## src/rtl/mmcm_mon_pkg.sv

```systemverilog
// Shared state encoding and constants for the MMCM/PLL lock and frequency monitor.
package mmcm_mon_pkg;

   localparam int unsigned STATE_W    = 3;
   localparam int unsigned LOSS_W     = 8;
   localparam int unsigned SYNC_DEPTH = 2;

   typedef enum logic [STATE_W-1:0] {
      ST_IDLE   = 3'd0,
      ST_PRST   = 3'd1,
      ST_WLOCK  = 3'd2,
      ST_SETTLE = 3'd3,
      ST_MEAS   = 3'd4,
      ST_EVAL   = 3'd5,
      ST_FAIL   = 3'd6
   } state_t;

   function automatic int unsigned max_u(input int unsigned a, input int unsigned b);
      return (a > b) ? a : b;
   endfunction

   // Bits needed to hold the values 0..n.
   function automatic int unsigned bits_for(input int unsigned n);
      return (n < 2) ? 1 : $clog2(n + 1);
   endfunction

endpackage

```

## src/rtl/mmcm_toggle_counter.sv

```systemverilog
// One monitored channel: synchroniser, transition detector and saturating transition counter.
module mmcm_toggle_counter
   import mmcm_mon_pkg::*;
#(
   parameter int unsigned CNT_W = 17
) (
   input  logic             CLK,
   input  logic             RST,
   input  logic             clear,
   input  logic             enable,
   input  logic             toggle,
   output logic [CNT_W-1:0] count
);

   logic [SYNC_DEPTH-1:0] sync;
   logic                  hist;
   logic                  trans;

   assign trans = sync[SYNC_DEPTH-1] ^ hist;

   always_ff @(posedge CLK) begin
      if (RST) begin
         sync  <= '0;
         hist  <= 1'b0;
         count <= '0;
      end else begin
         sync <= {sync[SYNC_DEPTH-2:0], toggle};
         hist <= sync[SYNC_DEPTH-1];
         if (clear) begin
            count <= '0;
         end else if (enable && trans && (count != '1)) begin
            count <= count + 1'b1;
         end
      end
   end

endmodule

```

## src/rtl/mmcm_freq_monitor.sv

```systemverilog
// Sequences primitive reset and lock, then measures each divided toggle input over a fixed
// window and flags channels whose transition count is within tolerance of the expected value.
module mmcm_freq_monitor
   import mmcm_mon_pkg::*;
#(
   parameter int unsigned                CHANNELS      = 4,
   parameter int unsigned                WIN_W         = 16,
   parameter int unsigned                CNT_W         = 17,
   parameter logic [CHANNELS*CNT_W-1:0]  EXP_CNT       = {4{17'd32768}},
   parameter int unsigned                TOL           = 8,
   parameter int unsigned                RST_CYCLES    = 16,
   parameter int unsigned                LOCK_TO_W     = 20,
   parameter int unsigned                SETTLE_CYCLES = 1024
) (
   input  logic                      CLK,
   input  logic                      RST,
   input  logic                      I_START,
   input  logic                      I_CONT,
   input  logic                      I_LOCKED,
   input  logic [CHANNELS-1:0]       I_TOGGLE,
   output logic                      O_PLL_RST,
   output logic                      O_LOCKED,
   output logic [STATE_W-1:0]        O_STATE,
   output logic                      O_VALID,
   output logic [CHANNELS-1:0]       O_PASS,
   output logic                      O_TIMEOUT,
   output logic [LOSS_W-1:0]         O_LOSS_CNT,
   output logic [CHANNELS*CNT_W-1:0] O_CNT
);

   localparam int unsigned TMR_W = max_u(max_u(WIN_W, LOCK_TO_W),
                                         max_u(bits_for(RST_CYCLES), bits_for(SETTLE_CYCLES)));
   localparam logic [TMR_W-1:0] PRST_LAST   = TMR_W'(RST_CYCLES - 1);
   localparam logic [TMR_W-1:0] SETTLE_LAST = TMR_W'(SETTLE_CYCLES - 1);
   localparam logic [TMR_W-1:0] LOCK_LAST   = TMR_W'({LOCK_TO_W{1'b1}});
   localparam logic [TMR_W-1:0] WIN_LAST    = TMR_W'({WIN_W{1'b1}});
   localparam logic [CNT_W:0]   TOL_V       = (CNT_W + 1)'(TOL);

   state_t                state, next_state;
   logic [TMR_W-1:0]      tmr;
   logic [SYNC_DEPTH-1:0] lock_sync;
   logic                  lock_hist;
   logic                  locked;
   logic                  lost;
   logic                  cnt_clear;
   logic                  cnt_enable;
   logic [CNT_W-1:0]      counts [CHANNELS];
   logic [CHANNELS-1:0]   pass_now;
   logic signed [CNT_W:0] diff;
   logic [CNT_W:0]        mag;

   assign locked     = lock_sync[SYNC_DEPTH-1];
   assign lost       = lock_hist && !locked && ((state == ST_SETTLE) || (state == ST_MEAS));
   assign cnt_clear  = (state == ST_SETTLE);
   assign cnt_enable = (state == ST_MEAS);
   assign O_LOCKED   = locked;
   assign O_STATE    = state;

   for (genvar g = 0; g < CHANNELS; g++) begin : g_chan
      mmcm_toggle_counter #(.CNT_W(CNT_W)) u_cnt (
         .CLK    (CLK),
         .RST    (RST),
         .clear  (cnt_clear),
         .enable (cnt_enable),
         .toggle (I_TOGGLE[g]),
         .count  (counts[g])
      );
   end

   always_comb begin
      pass_now = '0;
      diff     = '0;
      mag      = '0;
      for (int unsigned i = 0; i < CHANNELS; i++) begin
         diff        = signed'({1'b0, counts[i]}) - signed'({1'b0, EXP_CNT[i*CNT_W +: CNT_W]});
         mag         = diff[CNT_W] ? $unsigned(-diff) : $unsigned(diff);
         pass_now[i] = (mag <= TOL_V);
      end
   end

   // Loss of lock outranks window completion, so it is tested first in SETTLE/MEAS.
   always_comb begin
      next_state = state;
      unique case (state)
         ST_IDLE:   if (I_CONT || I_START) next_state = ST_PRST;
         ST_PRST:   if (tmr == PRST_LAST) next_state = ST_WLOCK;
         ST_WLOCK: begin
            if (locked)                 next_state = ST_SETTLE;
            else if (tmr == LOCK_LAST)  next_state = ST_FAIL;
         end
         ST_SETTLE: begin
            if (lost)                     next_state = ST_PRST;
            else if (tmr == SETTLE_LAST)  next_state = ST_MEAS;
         end
         ST_MEAS: begin
            if (lost)                  next_state = ST_PRST;
            else if (tmr == WIN_LAST)  next_state = ST_EVAL;
         end
         ST_EVAL:   next_state = I_CONT ? ST_SETTLE : ST_IDLE;
         ST_FAIL:   if (I_START) next_state = ST_PRST;
         default:   next_state = ST_IDLE;
      endcase
   end

   always_ff @(posedge CLK) begin
      if (RST) begin
         state      <= ST_IDLE;
         tmr        <= '0;
         lock_sync  <= '0;
         lock_hist  <= 1'b0;
         O_PLL_RST  <= 1'b0;
         O_VALID    <= 1'b0;
         O_PASS     <= '0;
         O_TIMEOUT  <= 1'b0;
         O_LOSS_CNT <= '0;
         O_CNT      <= '0;
      end else begin
         state     <= next_state;
         tmr       <= (next_state != state) ? '0 : tmr + 1'b1;
         lock_sync <= {lock_sync[SYNC_DEPTH-2:0], I_LOCKED};
         lock_hist <= locked;
         O_PLL_RST <= (next_state == ST_PRST);
         O_VALID   <= 1'b0;
         if (lost) begin
            if (O_LOSS_CNT != '1) O_LOSS_CNT <= O_LOSS_CNT + 1'b1;
            O_PASS <= '0;
         end
         if (state == ST_EVAL) begin
            O_VALID <= 1'b1;
            O_PASS  <= pass_now;
            for (int unsigned i = 0; i < CHANNELS; i++) begin
               O_CNT[i*CNT_W +: CNT_W] <= counts[i];
            end
         end
         if ((state == ST_WLOCK) && (next_state == ST_FAIL)) begin
            O_VALID   <= 1'b1;
            O_PASS    <= '0;
            O_TIMEOUT <= 1'b1;
         end
      end
   end

endmodule
```

## config.mk

```make
export PLATFORM = sky130hd
export DESIGN_NAME = mmcm_freq_monitor
export DESIGN_NICKNAME = d
export VERILOG_FILES = /design/src/rtl/mmcm_mon_pkg.sv /design/src/rtl/mmcm_toggle_counter.sv /design/src/rtl/mmcm_freq_monitor.sv
export SDC_FILE = /design/constraint.sdc
export NUM_CORES = 1
export LEC_CHECK = 0
export ABC_AREA = 0
export ABC_CLOCK_PERIOD_IN_PS = 4900
export BUFFER_PORTS_ARGS = -buffer_cell sky130_fd_sc_hd__buf_2
export CAP_MARGIN = 20
export CORE_ASPECT_RATIO = 0.7
export CORE_MARGIN = 5
export CORE_UTILIZATION = 55
export CTS_BUF_LIST = sky130_fd_sc_hd__clkbuf_2
export DETAILED_ROUTE_END_ITERATION = 12
export PLACE_DENSITY = 0.8
export RECOVER_POWER = 100
export SLEW_MARGIN = 10
export SYNTH_ARGS = -nofsm -noshare
export SYNTH_HDL_FRONTEND = slang
export SYNTH_HIERARCHICAL = 1
export SYNTH_SLANG_ARGS = --single-unit
export TNS_END_PERCENT = 30
```

## constraint.sdc

```tcl
create_clock -name CLK -period 4.9 [get_ports CLK]
set_input_delay 0.735 -clock CLK [delete_from_list [all_inputs] [get_ports CLK]]
set_output_delay 0.735 -clock CLK [all_outputs]
set_load 0.01 [all_outputs]
```

==> impl_metrics.yaml, run 1 <==
global_route:
  grtUsageMet2_pct: 31.9
  grt-busiest-layer: "met1"
  use_met3_pct: 5.08
  gr-usage-all-layers_pct: 21.8
  antenna_found_initial: 0
  grt_overflow_total: 0
  use_met1_pct: 32.6
  grt_max_degree: 79
  grt_pass1_vias: 7167
  grt_pass1_wl_um: 35100
clocking:
  cts_inserted_buffers: 17
  cts_setup_buffers: 0
  clk_path_buf_depth: 2
  cts_hold_buf: 0
  ctsRootBufferMaster: "clkbuf_2"
  path_clk_slew_ns: 0.31
  h-tree-depth: 4
  post_cts_resized: 0
  cts_tree: "done"
  clock_latency_ns: 0.79
  cts_sinks: 189
timing:
  fmax_mhz: 275
  fin_setup_tns_ns: 0
  fin_crit_sh_pct: 74.3
  worstMarginPinSlew_ns: 3.55
  grt_setup_unrepaired: "false"
  finalHoldViolations: 0
  max-slew-margin-rel_pct: -137
  setup_viol: 0
  clock_skew_ns: 0.0504
  slew_violations: 79
  fin_crit_ns: 3.64
critical_path:
  rrSetupSlack_ns: 2.21
  worst_path_dominant_cell_family: "buffers and inverters"
  cp-start-kind: "primary input"
  worstReg2RegStart: "tmr[0]"
  crit_fanout: 78
  critPathMaxStageDelay_ns: 2.45
  cp-end-kind: "register"
  timing.rr.end: "tmr[11]"
  crit_required_ns: 5.60
  worstPathArrival_ns: 4.34
  crit_buf_inv: 3
  r2r_cells: 7
  worst_path_max_delay_cell: "clkbuf_1"
  cp_common_cell: "buf_4"
  crit_chain: "clkbuf_1, buf_4, nor4_1, buf_4, nand2_1, o21ai_0"
  path_class: "primary input to register"
synthesis:
  synth_nets: 1121
  synth_flop_cell: "dfxtp_1"
  yosys_register_bits: 189
  synth.distinct_cells: 66
  seq_area_frac_synth_pct: 41.8
  ys_async_sr_fraction_pct: 0
  synth_area_mm2: 0.00905
  synth_area_per_cell_um2: 8.27
  synth_edf_count: 0
  synth_warnings: 6
  netlist_instances: 1094
detailed_routing:
  wl_per_cell_um: 15.0
  drtAntennaViolNets: 0
  via_count: 8095
  drc_errors: 0
  drtIter0Drc: 558
  first_pass_iters: 8
  drt-total-wl_um: 21000
  viasPerCell: 5.77
power:
  powerDensity_mw_per_mm2: 260
  max-vdd-ir-drop_v: 0.000154
  p_leak_nw: 3.20
  finalPower_mw: 2.53
floorplan:
  row_count: 39
  fp.dieW_um: 163
  die_h_um: 117
  die_area_mm2: 0.0192
  ios: 96
  start_util_pct: 55.7
  coreArea_mm2: 0.0162
run_status:
  status: "complete, but fails checks"
  violations: "max-capacitance violations, max-slew violations"
finish:
  final_common_cell: "dfxtp_1"
  finalNonFillerCells: 1403
  layout-drive-gt1-share_pct: 6.28
  mostFrequentLayoutCells: "dfxtp_1 (189), nand2_1 (185), a21oi_1 (119)"
  post-route-util_pct: 59.9
  n_antenna_cell: 0
  syn2layout_area_growth_pct: 7.59
  finalNetCount: 1192
min_path:
  whs_endpoint: "g_chan[3].u_cnt/sync[0]"
  min_path_cells: 2
  hold_path_startpoint: "I_TOGGLE[3]"
  hold_path.class: "primary input to register"
placement:
  dp_hpwl_um: 14600
  portBuffers: 95
  placed_cells: 1371
  gp_congestion: 0.902
run:
  cap_violations: 1
-- area by class of cell --
type	count	area, um^2
Multi-Input combinational cell	830	4870
Inverter	25	93.8
Tap cell	225	282
Clock buffer	17	85.1
Clock inverter	15	199
Fill cell	1515	6520
Sequential cell	189	3780
Timing Repair Buffer	102	418
-- registers in the layout, summed over array words and instances (netlist names) --
name	flops
O_CNT	68
O_LOSS_CNT	8
O_PASS	4
O_PLL_RST	1
O_STATE	3
O_TIMEOUT	1
O_VALID	1
g_chan.u_cnt/count	68
g_chan.u_cnt/hist	4
g_chan.u_cnt/sync	8
lock_hist	1
lock_sync	2
tmr	20
-- cell usage after synthesis, types with 16 or more instances --
cell type	number	area, um^2
clkbuf_1	36	135
nor3_1	43	215
dfxtp_1	189	3780
and4_1	16	140
inv_1	25	93.8
nand3_1	39	195
xnor2_1	26	228
ha_1	18	225
nand4_1	25	156
o31ai_1	25	188
or4_1	27	203
nand2_1	185	694
or3_1	16	100
o21ai_0	28	140
nor2_1	76	285
nor2b_1	18	113
a21oi_1	119	596
xor2_1	23	201
-- logic make-up (layout without fill, tap and decap cells) --
kind of cell | count (synthesis) | in the layout | synth area share [%]
AND/OR/NAND/NOR | 529 | 529 | 30.2
XOR/XNOR | 53 | 53 | 5.46
AO/OA/AOI/OAI | 215 | 215 | 14.0
buffers and inverters | 75 | 159 | 4.33
flip-flops | 189 | 189 | 41.8
adder cells (fa/ha/maj) | 19 | 19 | 2.60
multiplexers | 14 | 14 | 1.56
-- routing by layer --
metal  wire length [um]  vias to the layer above
met2               8890                      213
met5                  0                        -
li1                   -                     4036
met3               1370                       23
met1              10500                     3823
met4                231                        0
-- report_power, final --
part	internal (mW)	switching [mW]	total, mW
clock network	0.309	0.581	0.890
registers	1.55	0.00961	1.56
logic	0.0232	0.0571	0.0803
total	1.89	0.648	2.53
-- stage by stage --
stage / hold slack, ns / instance area [um^2] / worst slack, ns
5_1_grt: 0.0310 / 9730 / 1.01
6_report: 0.119 / 9730 / 1.26
3_3_place_gp: 0.417 / 9560 / 2.40
2_1_floorplan: 0.414 / 9050 / 2.51
4_1_cts: 0.0708 / 9850 / 2.20
3_5_place_dp: 0.428 / 9560 / 2.27
-- how the worst max path moves through the flow --
stage | from | slack (ns) | end | cells past startpoint
3_5_place_dp | tmr[0] | 2.27 | tmr[16] | 7
2_1_floorplan | O_STATE[2] | 2.51 | g_chan[2].u_cnt/count[14] | 6
5_1_grt | RST | 1.01 | O_PASS[0] | 6
3_3_place_gp | RST | 2.40 | tmr[1] | 4
6_report | RST | 1.26 | O_PASS[0] | 6
4_1_cts | tmr[0] | 2.20 | tmr[11] | 7
Note: power is estimated with default switching activity, not from simulation.
==> inputs of run 2 (changes only) <==
--- a/config.mk
+++ b/config.mk
@@ -6,7 +6,7 @@
 export NUM_CORES = 1
 export LEC_CHECK = 0
 export ABC_AREA = 0
-export ABC_CLOCK_PERIOD_IN_PS = 4900
+export ABC_CLOCK_PERIOD_IN_PS = 3100
 export BUFFER_PORTS_ARGS = -buffer_cell sky130_fd_sc_hd__buf_2
 export CAP_MARGIN = 20
 export CORE_ASPECT_RATIO = 0.7
@@ -14,7 +14,7 @@
 export CORE_UTILIZATION = 55
 export CTS_BUF_LIST = sky130_fd_sc_hd__clkbuf_2
 export DETAILED_ROUTE_END_ITERATION = 12
-export PLACE_DENSITY = 0.8
+export PLACE_DENSITY = 0.83
 export RECOVER_POWER = 100
 export SLEW_MARGIN = 10
 export SYNTH_ARGS = -nofsm -noshare
==> constraint.sdc (replaced) <==
create_clock -name CLK -period 3.1 [get_ports CLK]
set_input_delay 0.465 -clock CLK [delete_from_list [all_inputs] [get_ports CLK]]
set_output_delay 0.465 -clock CLK [all_outputs]
set_load 0.01 [all_outputs]
==> impl_metrics.yaml, run 2 (synthesized netlist as in run 1, its figures left out) <==
detailed_routing:
  viasPerCell: 5.86
  first_pass_iters: 5
  drtIter0Drc: 776
  drtAntennaViolNets: 0
  via_count: 8258
  wl_per_cell_um: 15.3
  drt-total-wl_um: 21600
  drc_errors: 0
clocking:
  clock_latency_ns: 0.76
  cts_inserted_buffers: 17
  ctsRootBufferMaster: "clkbuf_2"
  cts_sinks: 189
  clk_path_buf_depth: 2
  h-tree-depth: 4
  cts_tree: "done"
  path_clk_slew_ns: 0.27
  cts_setup_buffers: 0
finish:
  layout-drive-gt1-share_pct: 5.65
  reg_top3: "O_CNT: 68 flops, g_chan.u_cnt/count: 68 flops, tmr: 20 flops"
  final_common_cell: "dfxtp_1"
  syn2layout_area_growth_pct: 7.36
  mostFrequentLayoutCells: "dfxtp_1 (189), nand2_1 (185), a21oi_1 (119)"
  n_antenna_cell: 0
  nFillCells: 1506
  finalNetCount: 1199
run:
  cap_violations: 1
critical_path:
  rrSetupSlack_ns: 0.38
  cp_common_cell: "nand3_1"
  worst_path_max_delay_cell: "nor4_1"
  worstPathArrival_ns: 3.38
  crit_chain: "ha_1, nand3_1, nor4_1, nand3_1, nand4_1, xor2_1, clkbuf_2, nor3_1"
  crit_fanout: 20
  cp-end-kind: "register"
  crit_buf_inv: 1
  path_class: "register to register"
  worst_path_dominant_cell_family: "simple AND/OR/NAND/NOR gates"
  cp-start-kind: "register"
  crit_required_ns: 3.76
  critPathMaxStageDelay_ns: 0.72
placement:
  gp_congestion: 0.910
  dp_hpwl_um: 15000
  portBuffers: 95
floorplan:
  row_count: 39
  ios: 96
  fp.dieW_um: 163
  die_area_mm2: 0.0192
  die_h_um: 117
  coreArea_mm2: 0.0162
  start_util_pct: 55.7
timing:
  clock_skew_ns: 0.0438
  finalHoldViolations: 0
  worstMarginPinSlew_ns: 2.61
  fin_crit_ns: 2.72
  grt_setup_unrepaired: "false"
  fin_crit_sh_pct: 87.7
  fin_setup_tns_ns: 0
  fmax_mhz: 368
  max-slew-margin-rel_pct: -73.7
  slew_violations: 63
  setup_viol: 0
global_route:
  grtUsageMet2_pct: 33.3
  grt-busiest-layer: "met2"
  use_met3_pct: 4.10
  grt_overflow_total: 0
  gr-usage-all-layers_pct: 22.5
  grt_max_degree: 69
  grt_pass1_vias: 7380
  antenna_found_initial: 0
  grt_pass1_wl_um: 36200
  use_met1_pct: 33.0
run_status:
  status: "complete, but fails checks"
  violations: "max-capacitance violations, max-slew violations"
power:
  powerDensity_mw_per_mm2: 392
  finalPower_mw: 3.81
  p_leak_nw: 3.21
  max-vdd-ir-drop_v: 0.000237
min_path:
  hold_path.class: "primary input to register"
run 2: cell types whose count changed in the layout (fill, tap and decap cells not counted), moves of 3 or more:
| cell | previous run | this run |
|---|---|---|
| and2b_1 | 0 | 4 |
| and2b_2 | 4 | 0 |
| clkbuf_2 | 17 | 20 |
| clkinv_2 | 1 | 4 |
| clkinvlp_4 | 0 | 3 |
| dlygate4sd3_1 | 0 | 5 |
| inv_8 | 5 | 0 |
| nand3_1 | 39 | 43 |
| nand3_2 | 4 | 0 |
run 2: timing repair:
action	CTS	global route
hold buffers	5	0
hold endpoints to repair	5	0
resized for setup	0	0
run 2: layout make-up:
class	count	area [um^2]	area share, %
Clock buffer	18	90.1	0.927
Clock inverter	14	141	1.46
Inverter	25	93.8	0.966
Multi-Input combinational cell	830	4840	49.9
Sequential cell	189	3780	39.0
Tap cell	225	282	2.90
Timing Repair Buffer	109	478	4.92
run 2: per-layer routing:
layer	up-vias	routed length, um
li1	4067	-
met4	0	361
met5	-	0
met1	3863	10400
met3	30	1600
met2	298	9220
run 2: final timing paths:
path,end,depth (start not counted),from
worst max-delay path,tmr[14],8,tmr[0]
worst min-delay path,O_LOSS_CNT[1],2,RST
worst max register to register,tmr[14],8,tmr[0]
worst min register to register,g_chan[2].u_cnt/sync[1],1,g_chan[2].u_cnt/sync[0]
run 2: where the power goes:
part,internal (mW),leakage [nW],switching [mW]
Sequential,2.45,1.52,0.0169
Combinational,0.0375,1.54,0.0908
Clock,0.373,0.138,0.840
run 2: per-stage QoR:
stage                     util [%]  setup slack, ns  hold WS, ns  std cells  cell area [um^2]
after global placement        59.0            0.662        0.415       1373              9580
after detailed placement      59.0            0.580        0.426       1373              9580
after CTS                     60.7            0.534       0.0630       1410              9860
final                         59.8            0.381        0.152       1410              9710
after floorplan                  -            0.713        0.414       1094              9050
after global routing          59.8            0.177        0.121       1410              9710
==> inputs of run 3 (changes only) <==
--- a/config.mk
+++ b/config.mk
@@ -6,7 +6,7 @@
 export NUM_CORES = 1
 export LEC_CHECK = 0
 export ABC_AREA = 0
-export ABC_CLOCK_PERIOD_IN_PS = 3100
+export ABC_CLOCK_PERIOD_IN_PS = 3200
 export BUFFER_PORTS_ARGS = -buffer_cell sky130_fd_sc_hd__buf_2
 export CAP_MARGIN = 20
 export CORE_ASPECT_RATIO = 0.7
@@ -14,7 +14,7 @@
 export CORE_UTILIZATION = 55
 export CTS_BUF_LIST = sky130_fd_sc_hd__clkbuf_2
 export DETAILED_ROUTE_END_ITERATION = 12
-export PLACE_DENSITY = 0.83
+export PLACE_DENSITY = 0.8
 export RECOVER_POWER = 100
 export SLEW_MARGIN = 10
 export SYNTH_ARGS = -nofsm -noshare
==> constraint.sdc (replaced) <==
create_clock -name CLK -period 3.2 [get_ports CLK]
set_input_delay 0.48 -clock CLK [delete_from_list [all_inputs] [get_ports CLK]]
set_output_delay 0.48 -clock CLK [all_outputs]
set_load 0.01 [all_outputs]
==> impl_metrics.yaml, run 3 (synthesized netlist as in run 1, its figures left out) <==
global_route:
  gr-usage-all-layers_pct: 22.1
  grt_max_degree: 70
  grt_pass1_wl_um: 35600
  grt_overflow_total: 0
  grt_pass1_vias: 7255
  antenna_found_initial: 0
detailed_routing:
  via_count: 8100
  wl_per_cell_um: 15.2
  first_pass_iters: 5
  drc_errors: 0
  drtIter0Drc: 695
  drtAntennaViolNets: 0
  viasPerCell: 5.75
  drt-total-wl_um: 21400
clocking:
  ctsRootBufferMaster: "clkbuf_2"
  cts_hold_buf: 5
  post_cts_resized: 0
  h-tree-depth: 4
  path_clk_slew_ns: 0.25
  cts_setup_buffers: 0
  cts_inserted_buffers: 17
  cts_sinks: 189
  cts_tree: "done"
  clock_latency_ns: 0.75
  clk_path_buf_depth: 2
finish:
  finalNetCount: 1197
  multiInputGateArea_mm2: 0.00484
  nFillCells: 1560
  layout-drive-gt1-share_pct: 5.49
  final_common_cell: "dfxtp_1"
  n_antenna_cell: 0
  mostFrequentLayoutCells: "dfxtp_1 (189), nand2_1 (185), a21oi_1 (119)"
  final-seq-area_mm2: 0.00378
  reg_top3: "O_CNT: 68 flops, g_chan.u_cnt/count: 68 flops, tmr: 20 flops"
  post-route-util_pct: 59.7
  syn2layout_area_growth_pct: 7.16
timing:
  clock_skew_ns: 0.0238
  fin_setup_tns_ns: 0
  fmax_mhz: 367
  max-slew-margin-rel_pct: -20.0
  worstMarginPinSlew_ns: 1.80
  fin_crit_sh_pct: 85.2
  finalHoldViolations: 0
  setup_viol: 0
  fin_crit_ns: 2.73
  grt_setup_unrepaired: "false"
  slew_violations: 42
critical_path:
  r2r_cells: 8
  cp-start-kind: "register"
  worstPathArrival_ns: 3.41
  worstReg2RegStart: "g_chan[1].u_cnt/count[12]"
  cp-startpoint: "g_chan[1].u_cnt/count[12]"
  path_class: "register to register"
  rrSetupSlack_ns: 0.47
  cp-end-kind: "register"
  timing.rr.end: "g_chan[1].u_cnt/count[14]"
  crit_end: "g_chan[1].u_cnt/count[14]"
  crit_fanout: 13
  crit_required_ns: 3.89
floorplan:
  die_h_um: 117
  fp.dieW_um: 163
  ios: 96
  start_util_pct: 55.7
  row_count: 39
  die_area_mm2: 0.0192
  coreArea_mm2: 0.0162
run_status:
  status: "complete, but fails checks"
  violations: "max-capacitance violations, max-slew violations"
run:
  cap_violations: 1
power:
  p_seq_share_pct: 65.0
  finalPower_mw: 3.68
  clockPowerShare_pct: 31.7
  max-vdd-ir-drop_v: 0.000224
  p_leak_nw: 3.19
  powerDensity_mw_per_mm2: 380
  p_int_mw: 2.77
  swShare_pct: 24.8
  p_switching_uw: 915
  comb_power_share_pct: 3.3
placement:
  dp_hpwl_um: 14800
  portBuffers: 95
  gp_congestion: 0.867
min_path:
  hold_path.class: "primary input to register"
  hold_path_startpoint: "I_CONT"
-- run 3: layout make-up --
type	instances	share of cell area (%)
clock inverter	15	1.51
tap	225	2.90
clock buffer	17	0.878
sequential	189	39.0
timing repair buffer	107	4.77
inverter	25	0.968
multi-input combinational	830	49.9
-- run 3: per-layer routing --
metal | wire length [um] | vias to the layer above | global-route usage [%]
li1 | - | 4049 | -
met1 | 10300 | 3764 | 32.9
met2 | 9120 | 259 | 32.4
met3 | 1630 | 28 | 5.29
met4 | 295 | 0 | 4.61
met5 | 0 | - | 0
-- run 3: critical path: stages, from the launching register on --
cell     delay, ns
dfxtp_1       0.49
and4_1        0.28
and4_1        0.21
and3_1        0.18
ha_1          0.19
and2b_1       0.24
nand3_1       0.32
or4_1         0.61
a21oi_1       0.15
-- run 3: worst min path at each step --
stage / end / slack (ns) / depth (start not counted)
5_1_grt: O_STATE[1] / 0.11 / 5
3_5_place_dp: g_chan[0].u_cnt/sync[1] / 0.42 / 1
4_1_cts: O_STATE[1] / 0.08 / 5
3_3_place_gp: g_chan[1].u_cnt/sync[1] / 0.42 / 1
6_report: O_STATE[1] / 0.15 / 5
2_1_floorplan: g_chan[0].u_cnt/sync[1] / 0.41 / 1
-- run 3: per-stage QoR --
stage	hold slack [ns]	std cells	setup slack (ns)	area, um^2
detailed placement	0.425	1371	0.665	9560
CTS	0.0817	1408	0.595	9840
global route	0.108	1408	0.295	9700
global placement	0.417	1371	0.735	9560
floorplan	0.414	1094	0.813	9050
finish	0.151	1408	0.474	9700
-- run 3: power groups by stage --
| stage | logic (mW) | registers (mW) | clock network, mW |
|---|---|---|---|
| floorplan | 0.102 | 2.43 | 0 |
| global placement | 0.120 | 2.43 | 0 |
| detailed placement | 0.121 | 2.43 | 0 |
| CTS | 0.125 | 2.39 | 1.20 |
| global route | 0.135 | 2.40 | 1.32 |
| finish | 0.121 | 2.39 | 1.17 |
